File: src/rtl/cmp_result_outpkt_pkg.sv
// Shared constants and types for the CMP_RESULT output packetizer.
package cmp_result_outpkt_pkg;

    localparam logic [7:0] PKT_TYPE_CMP_RESULT = 8'hD4;
    localparam logic [7:0] PKT_COMM_VERSION    = 8'd2;
    localparam int         HDR_WORDS           = 6;

    typedef enum logic [2:0] {
        ST_IDLE,
        ST_HDR,
        ST_HCSUM,
        ST_DATA,
        ST_DCSUM
    } state_t;

    typedef struct packed {
        logic [15:0] pkt_id;
        logic [15:0] word_id;
        logic [31:0] gen_id;
        logic [15:0] hash_num;
    } ids_t;

endpackage

File: src/rtl/outpkt_csum32.sv
// Running 32-bit checksum over a 16-bit word stream; pairs form {second,first}.
module outpkt_csum32 (
    input  logic        clk,
    input  logic        rst,
    input  logic        clr,
    input  logic        en,
    input  logic [15:0] word,
    output logic [31:0] csum
);

    logic [31:0] sum;
    logic [15:0] lo;
    logic        odd;

    always_ff @(posedge clk or posedge rst) begin
        if (rst) begin
            sum <= '0;
            lo  <= '0;
            odd <= 1'b0;
        end else if (clr) begin
            sum <= '0;
            lo  <= '0;
            odd <= 1'b0;
        end else if (en) begin
            // even word is parked until its partner arrives
            if (odd) sum <= sum + {word, lo};
            else     lo  <= word;
            odd <= ~odd;
        end
    end

    assign csum = ~sum;

endmodule

File: src/rtl/cmp_result_outpkt.sv
// Serializes one comparator match into a CMP_RESULT packet of 16-bit words
// with on-the-fly header and data checksums.
module cmp_result_outpkt
    import cmp_result_outpkt_pkg::*;
#(
    parameter logic [7:0] VERSION          = PKT_COMM_VERSION,
    parameter logic [7:0] PKT_TYPE         = PKT_TYPE_CMP_RESULT,
    parameter bit         INCLUDE_HASH     = 1'b1,
    parameter bit         DISABLE_CHECKSUM = 1'b0
) (
    input  logic         CLK,
    input  logic         rst,
    input  logic         in_valid,
    output logic         in_ready,
    input  logic [15:0]  pkt_id,
    input  logic [15:0]  word_id,
    input  logic [31:0]  gen_id,
    input  logic [15:0]  hash_num,
    input  logic [511:0] hash,
    output logic [15:0]  dout,
    output logic         wr_en,
    input  logic         full,
    output logic         busy
);

    localparam int          DATA_WORDS = INCLUDE_HASH ? 36 : 4;
    localparam logic [23:0] LEN        = INCLUDE_HASH ? 24'd72 : 24'd8;

    state_t       state, state_nxt;
    logic [5:0]   cnt;
    logic         last;
    logic         accept;
    ids_t         ids_r;
    logic [511:0] hash_r;
    logic [4:0]   hidx;
    logic [31:0]  hcs_raw, dcs_raw, hcs, dcs;

    assign accept = in_valid && (state == ST_IDLE);
    assign hidx   = 5'(cnt - 6'd4);

    always_comb begin
        last = 1'b0;
        case (state)
            ST_HDR:   last = (cnt == 6'(HDR_WORDS - 1));
            ST_HCSUM: last = (cnt == 6'd1);
            ST_DATA:  last = (cnt == 6'(DATA_WORDS - 1));
            ST_DCSUM: last = (cnt == 6'd1);
            default:  last = 1'b0;
        endcase
    end

    always_ff @(posedge CLK or posedge rst) begin
        if (rst) state <= ST_IDLE;
        else     state <= state_nxt;
    end

    always_comb begin
        state_nxt = state;
        case (state)
            ST_IDLE:  if (accept)        state_nxt = ST_HDR;
            ST_HDR:   if (wr_en && last) state_nxt = ST_HCSUM;
            ST_HCSUM: if (wr_en && last) state_nxt = ST_DATA;
            ST_DATA:  if (wr_en && last) state_nxt = ST_DCSUM;
            ST_DCSUM: if (wr_en && last) state_nxt = ST_IDLE;
            default:                     state_nxt = ST_IDLE;
        endcase
    end

    always_comb begin
        in_ready = (state == ST_IDLE);
        busy     = (state != ST_IDLE);
        wr_en    = (state != ST_IDLE) && !full;
        dout     = '0;
        case (state)
            ST_HDR: begin
                case (cnt)
                    6'd0:    dout = {PKT_TYPE, VERSION};
                    6'd2:    dout = LEN[15:0];
                    6'd3:    dout = {8'h0, LEN[23:16]};
                    6'd4:    dout = ids_r.pkt_id;
                    default: dout = '0;
                endcase
            end
            ST_HCSUM: dout = cnt[0] ? hcs[31:16] : hcs[15:0];
            ST_DATA: begin
                case (cnt)
                    6'd0:    dout = ids_r.word_id;
                    6'd1:    dout = ids_r.gen_id[15:0];
                    6'd2:    dout = ids_r.gen_id[31:16];
                    6'd3:    dout = ids_r.hash_num;
                    default: dout = hash_r[{hidx, 4'b0} +: 16];
                endcase
            end
            ST_DCSUM: dout = cnt[0] ? dcs[31:16] : dcs[15:0];
            default:  dout = '0;
        endcase
    end

    // counter restarts on every state entry, advances only on a written word
    always_ff @(posedge CLK or posedge rst) begin
        if (rst)                     cnt <= '0;
        else if (accept)             cnt <= '0;
        else if (wr_en && last)      cnt <= '0;
        else if (wr_en)              cnt <= cnt + 6'd1;
    end

    always_ff @(posedge CLK or posedge rst) begin
        if (rst) begin
            ids_r  <= '0;
            hash_r <= '0;
        end else if (accept) begin
            ids_r  <= '{pkt_id: pkt_id, word_id: word_id, gen_id: gen_id, hash_num: hash_num};
            hash_r <= hash;
        end
    end

    outpkt_csum32 u_hcsum (
        .clk  (CLK),
        .rst  (rst),
        .clr  (accept),
        .en   (wr_en && (state == ST_HDR)),
        .word (dout),
        .csum (hcs_raw)
    );

    outpkt_csum32 u_dcsum (
        .clk  (CLK),
        .rst  (rst),
        .clr  (accept),
        .en   (wr_en && (state == ST_DATA)),
        .word (dout),
        .csum (dcs_raw)
    );

    assign hcs = DISABLE_CHECKSUM ? 32'h0 : hcs_raw;
    assign dcs = DISABLE_CHECKSUM ? 32'h0 : dcs_raw;

endmodule

File: config.mk
export PLATFORM = sky130hd
export DESIGN_NAME = cmp_result_outpkt
export DESIGN_NICKNAME = d
export VERILOG_FILES = /design/src/rtl/cmp_result_outpkt_pkg.sv /design/src/rtl/outpkt_csum32.sv /design/src/rtl/cmp_result_outpkt.sv
export SDC_FILE = /design/constraint.sdc
export NUM_CORES = 2
export LEC_CHECK = 0
export ABC_AREA = 1
export CORE_MARGIN = 10
export CORE_UTILIZATION = 40
export CTS_CLUSTER_SIZE = 8
export DETAILED_ROUTE_END_ITERATION = 10
export GPL_ROUTABILITY_DRIVEN = 0
export PLACE_DENSITY_LB_ADDON = 0.2
export SLEW_MARGIN = 20
export SYNTH_ARGS = -nofsm -noshare
export SYNTH_HDL_FRONTEND = slang
export SYNTH_SLANG_ARGS = --single-unit
File: constraint.sdc
create_clock -name CLK -period 34.8 [get_ports CLK]
set_input_delay 8.7 -clock CLK [delete_from_list [all_inputs] [get_ports CLK]]
set_output_delay 8.7 -clock CLK [all_outputs]
set_load 0.005 [all_outputs]
==> impl_metrics.prom <==
# TYPE chip_impl_metric gauge
chip_impl_info{name="ys_dominant_reg_cell",value="sky130_fd_sc_hd__dfrtp_1"} 1
chip_impl_metric{name="floorplan.io_pins",unit=""} 615
chip_impl_metric{name="slew-limit-headroom",unit="%"} 28.2
chip_impl_info{name="synthTopCellsByArea",value="sky130_fd_sc_hd__dfrtp_1 49%, sky130_fd_sc_hd__nand2_1 24%, sky130_fd_sc_hd__nand3_1 6.3%"} 1
chip_impl_metric{name="timing.reg2reg.worst_path_depth",unit=""} 21
chip_impl_metric{name="detailed_place.area",unit="mm²"} 0.0427
chip_impl_metric{name="async_flop_share",unit="%"} 100
chip_impl_info{name="timing.critical_path.cells",value="clkdlybuf4s50_1 -> inv_1 -> nand2_1 -> inv_1 -> clkdlybuf4s50_1"} 1
chip_impl_metric{name="maxSlewViolCount",unit=""} 0
chip_impl_metric{name="route.antenna.remaining_nets",unit=""} 0
chip_impl_info{name="worstSetupStartpointType",value="primary input"} 1
chip_impl_info{name="critical-path-slowest-cell",value="sky130_fd_sc_hd__clkdlybuf4s50_1"} 1
chip_impl_metric{name="layout.filler_cells",unit=""} 8570
chip_impl_metric{name="synth_simple_gate_area_share",unit="%"} 32.7
chip_impl_metric{name="ys_seq_area_share",unit="%"} 48.6
chip_impl_metric{name="final_min_period_over_clock_period",unit="%"} 54.5
chip_impl_metric{name="synth_largest_type_area_fraction",unit="%"} 48.6
chip_impl_metric{name="final.hold.worst_slack",unit="ps"} 474
chip_impl_metric{name="rrSetupSlack",unit="ps"} 28460
chip_impl_metric{name="post_route_cells_drive_above_1_share",unit="%"} 3.79
chip_impl_metric{name="clock_path_buffers",unit=""} 3
chip_impl_metric{name="cts_hold_repair.buffers",unit=""} 0
chip_impl_metric{name="path_clk_slew",unit="ps"} 50
chip_impl_metric{name="route.final.wire_length",unit="µm"} 143000
chip_impl_metric{name="achievable-frequency",unit="MHz"} 52.7
chip_impl_metric{name="design.die.area",unit="mm²"} 0.102
chip_impl_metric{name="worst-path-max-fanout",unit=""} 5
chip_impl_metric{name="number_of_buffer_cells_added_on_primary_ports",unit=""} 614
chip_impl_metric{name="die-height",unit="µm"} 320
chip_impl_info{name="cts_root_buf",value="sky130_fd_sc_hd__clkbuf_16"} 1
chip_impl_metric{name="power.ir.vdd_worst",unit="mV"} 0.0515
chip_impl_info{name="tritoncts",value="yes"} 1
chip_impl_info{name="r2r_end",value="u_dcsum.sum[24]"} 1
chip_impl_metric{name="post_drt_wl_per_cell",unit="µm"} 21.9
chip_impl_metric{name="finalSetupViolations",unit=""} 0
chip_impl_metric{name="critPathBufInv",unit=""} 4
chip_impl_metric{name="powerDensity",unit="mW/mm²"} 92.4
chip_impl_metric{name="utilization",unit="%"} 51.2
chip_impl_metric{name="grt_max_degree",unit=""} 233
chip_impl_metric{name="yosys-mux-area-fraction",unit="%"} 0
chip_impl_metric{name="number_of_synthesized_register_bits",unit=""} 699
chip_impl_metric{name="place_hpwl",unit="µm"} 103000
chip_impl_metric{name="detail_route.drc_violations",unit=""} 0
chip_impl_metric{name="number_of_enable_flip_flop_cells_after_synthesis",unit=""} 0
chip_impl_metric{name="synth_compound_gate_area_share",unit="%"} 10.0
chip_impl_info{name="synth_largest_area_cell",value="sky130_fd_sc_hd__dfrtp_1"} 1
chip_impl_metric{name="final.setup_skew",unit="ps"} 41.6
chip_impl_metric{name="syn-instance-count",unit=""} 4846
chip_impl_metric{name="postSynthAreaPerCell",unit="µm²"} 7.43
chip_impl_metric{name="cts_setup_buffers",unit=""} 0
chip_impl_metric{name="antenna_found_initial",unit=""} 52
chip_impl_metric{name="clock_sink_count",unit=""} 699
chip_impl_metric{name="clock_insertion_delay_worst_skew",unit="ps"} 660
chip_impl_metric{name="leakagePower",unit="nW"} 22.3
chip_impl_info{name="timing.critical_path.to_type",value="output pin"} 1
chip_impl_metric{name="synth.net_count",unit=""} 5514
chip_impl_metric{name="synth-adder-area-share",unit="%"} 2.55
chip_impl_metric{name="design.core.area",unit="mm²"} 0.0888
chip_impl_metric{name="hold_viol",unit=""} 0
chip_impl_info{name="hold_path_end",value="hash_r[122]"} 1
chip_impl_metric{name="max_cap_viol_count",unit=""} 0
chip_impl_metric{name="worstPathArrival",unit="ps"} 10270
chip_impl_metric{name="final_design_area_no_fill",unit="mm²"} 0.0455
chip_impl_metric{name="required_time_of_the_worst_setup_path",unit="ps"} 26100
chip_impl_metric{name="yosys_warnings",unit=""} 0
chip_impl_metric{name="floorplan.rows",unit=""} 109
chip_impl_info{name="commonest_cells_after_routing_fill_and_taps_aside",value="2314 x sky130_fd_sc_hd__nand2_1, 696 x sky130_fd_sc_hd__dfrtp_1, 614 x sky130_fd_sc_hd__clkdlybuf4s50_1"} 1
chip_impl_metric{name="clock_tree.htree_level_count",unit=""} 3
chip_impl_metric{name="firstDrtPassIters",unit=""} 6
chip_impl_info{name="worstHoldStart",value="hash_r[122]"} 1
chip_impl_metric{name="number_of_stages_on_the_worst_hold_path",unit=""} 2
chip_impl_metric{name="fin_setup_tns",unit="ps"} 0
chip_impl_info{name="final_common_cell",value="sky130_fd_sc_hd__nand2_1"} 1
chip_impl_info{name="outcome",value="completed"} 1
chip_impl_metric{name="xor_xnor_portion_of_the_synthesized_cell_area",unit="%"} 0.337
chip_impl_info{name="synth_top_family_by_area",value="simple AND/OR/NAND/NOR gates"} 1
chip_impl_metric{name="via_total_after_detailed_routing",unit=""} 34800
chip_impl_info{name="worst_r2r_startpoint",value="cnt[0]"} 1
chip_impl_info{name="cp_top_family",value="buffers and inverters"} 1
chip_impl_info{name="grt_setup_unrepaired",value="no"} 1
chip_impl_metric{name="timing.final.crit_period",unit="ps"} 18970
chip_impl_metric{name="critical-path-max-stage-delay",unit="ps"} 580
chip_impl_metric{name="floorplan.die.width",unit="µm"} 320
chip_impl_info{name="criticalPathCategory",value="primary input to output pin"} 1
chip_impl_metric{name="drt_iter0_markers",unit=""} 4071
chip_impl_metric{name="route.detailed.vias_per_inst",unit=""} 5.32
chip_impl_metric{name="area.growth.synth_to_final",unit="%"} 26.4
chip_impl_metric{name="grt_pass1_vias",unit=""} 33400
chip_impl_metric{name="syn-cell-area",unit="mm²"} 0.0360
chip_impl_metric{name="cts-buffers-inserted",unit=""} 98
chip_impl_metric{name="floorplan.initialDensity",unit="%"} 40.5
chip_impl_info{name="hold_path_class",value="register to register"} 1
chip_impl_metric{name="worst_slew_pin_slew",unit="ps"} 1080
chip_impl_metric{name="post_synth_num_cell_types",unit=""} 52
chip_impl_metric{name="cts_repair_resize_count",unit=""} 0
chip_impl_metric{name="grt.total_usage",unit="%"} 27.1
chip_impl_metric{name="grt_first_pass_wirelength",unit="µm"} 213000
chip_impl_metric{name="globalRouteOverflowTotal",unit=""} 0
chip_impl_metric{name="total_nets_final",unit=""} 5989
[worst max path at each step]
stage               startpoint     end  slack (ps)  cells past startpoint
finish                    full   wr_en       15830                      5
floorplan                  rst  cnt[0]        6500                      1
global placement          full   wr_en       15840                      5
detailed placement        full   wr_en       15850                      5
global route              full   wr_en       15770                      5
CTS                       full   wr_en       15840                      5
[Yosys cell counts, types with 3 or more instances]
| cell type | number |
|---|---|
| sky130_fd_sc_hd__nand2_1 | 2314 |
| sky130_fd_sc_hd__dfrtp_1 | 699 |
| sky130_fd_sc_hd__nand3_1 | 453 |
| sky130_fd_sc_hd__o21ai_0 | 263 |
| sky130_fd_sc_hd__a21oi_1 | 216 |
| sky130_fd_sc_hd__inv_1 | 201 |
| sky130_fd_sc_hd__buf_2 | 150 |
| sky130_fd_sc_hd__clkbuf_1 | 98 |
| sky130_fd_sc_hd__nor2_1 | 92 |
| sky130_fd_sc_hd__ha_1 | 70 |
| sky130_fd_sc_hd__o21ai_1 | 42 |
| sky130_fd_sc_hd__o22ai_1 | 38 |
| sky130_fd_sc_hd__nand4_1 | 20 |
| sky130_fd_sc_hd__buf_1 | 17 |
| sky130_fd_sc_hd__a31oi_1 | 16 |
| sky130_fd_sc_hd__nor3_1 | 13 |
| sky130_fd_sc_hd__inv_2 | 11 |
| sky130_fd_sc_hd__a21o_1 | 10 |
| sky130_fd_sc_hd__nand3_2 | 10 |
| sky130_fd_sc_hd__o21bai_1 | 10 |
| sky130_fd_sc_hd__xor2_1 | 9 |
| sky130_fd_sc_hd__a221oi_2 | 8 |
| sky130_fd_sc_hd__o211ai_1 | 8 |
| sky130_fd_sc_hd__a22oi_1 | 7 |
| sky130_fd_sc_hd__o31ai_1 | 7 |
| sky130_fd_sc_hd__a221oi_1 | 6 |
| sky130_fd_sc_hd__buf_4 | 5 |
| sky130_fd_sc_hd__nor4_1 | 5 |
| sky130_fd_sc_hd__nor2_2 | 4 |
| sky130_fd_sc_hd__or2_2 | 4 |
| sky130_fd_sc_hd__a22o_1 | 3 |
| sky130_fd_sc_hd__buf_6 | 3 |
| sky130_fd_sc_hd__o221ai_1 | 3 |
| sky130_fd_sc_hd__xnor2_1 | 3 |
[cell type report]
type | instances | area, µm² | share of cell area, %
Antenna cell | 34 | 85.1 | 0.187
Clock buffer | 109 | 2530 | 5.57
Clock inverter | 6 | 166 | 0.366
Inverter | 214 | 837 | 1.84
Multi-Input combinational cell | 3659 | 16400 | 36.2
Sequential cell | 699 | 17500 | 38.5
Tap cell | 1165 | 1460 | 3.21
Timing Repair Buffer | 649 | 6450 | 14.2
[power by group]
group          internal [mW]  switching (mW)  total (mW)
registers               1.18           0.216        1.40
logic                  0.596            1.34        1.93
clock network          0.510           0.366       0.875
total                   2.28            1.92        4.20
[layer usage]
layer / routed length, µm / vias to the layer above / track usage, %
met5: 246 / - / 0
met4: 5110 / 38 / 11.4
met3: 12700 / 266 / 6.61
met2: 63900 / 1484 / 41.1
met1: 61000 / 16400 / 36.5
li1: - / 16500 / -
[logic make-up after synthesis]
kind of cell    count (synthesis)
flops                         699
xor+xnor                       13
fa+ha+maj                      72
buf+inv                       488
simple gates                 2924
compound gates                650
[state kept, by name (all words and copies together), names as in the netlist, 3 cells and up]
signal	cells
ids_r	80
u_hcsum.lo	16
u_dcsum.lo	16
state	3
cnt	6
hash_r	512
u_hcsum.sum	32
u_dcsum.sum	32
[per-stage QoR]
step / setup slack (ps) / power [mW] / cells
after CTS: 15840 / 4.21 / 6501
after global routing: 15770 / 4.51 / 6533
final: 15830 / 4.20 / 6535
after global placement: 15840 / 3.28 / 6386
after detailed placement: 15850 / 3.31 / 6386
after floorplan: 6500 / 2.61 / 4846
[tightest hold or removal path, cell delays in order, from the launching register on]
cell and delay, ps:
sky130_fd_sc_hd__dfrtp_1 340, sky130_fd_sc_hd__nand2_1 60, sky130_fd_sc_hd__nand2_1 50
Power figures use the tool's default switching activity.
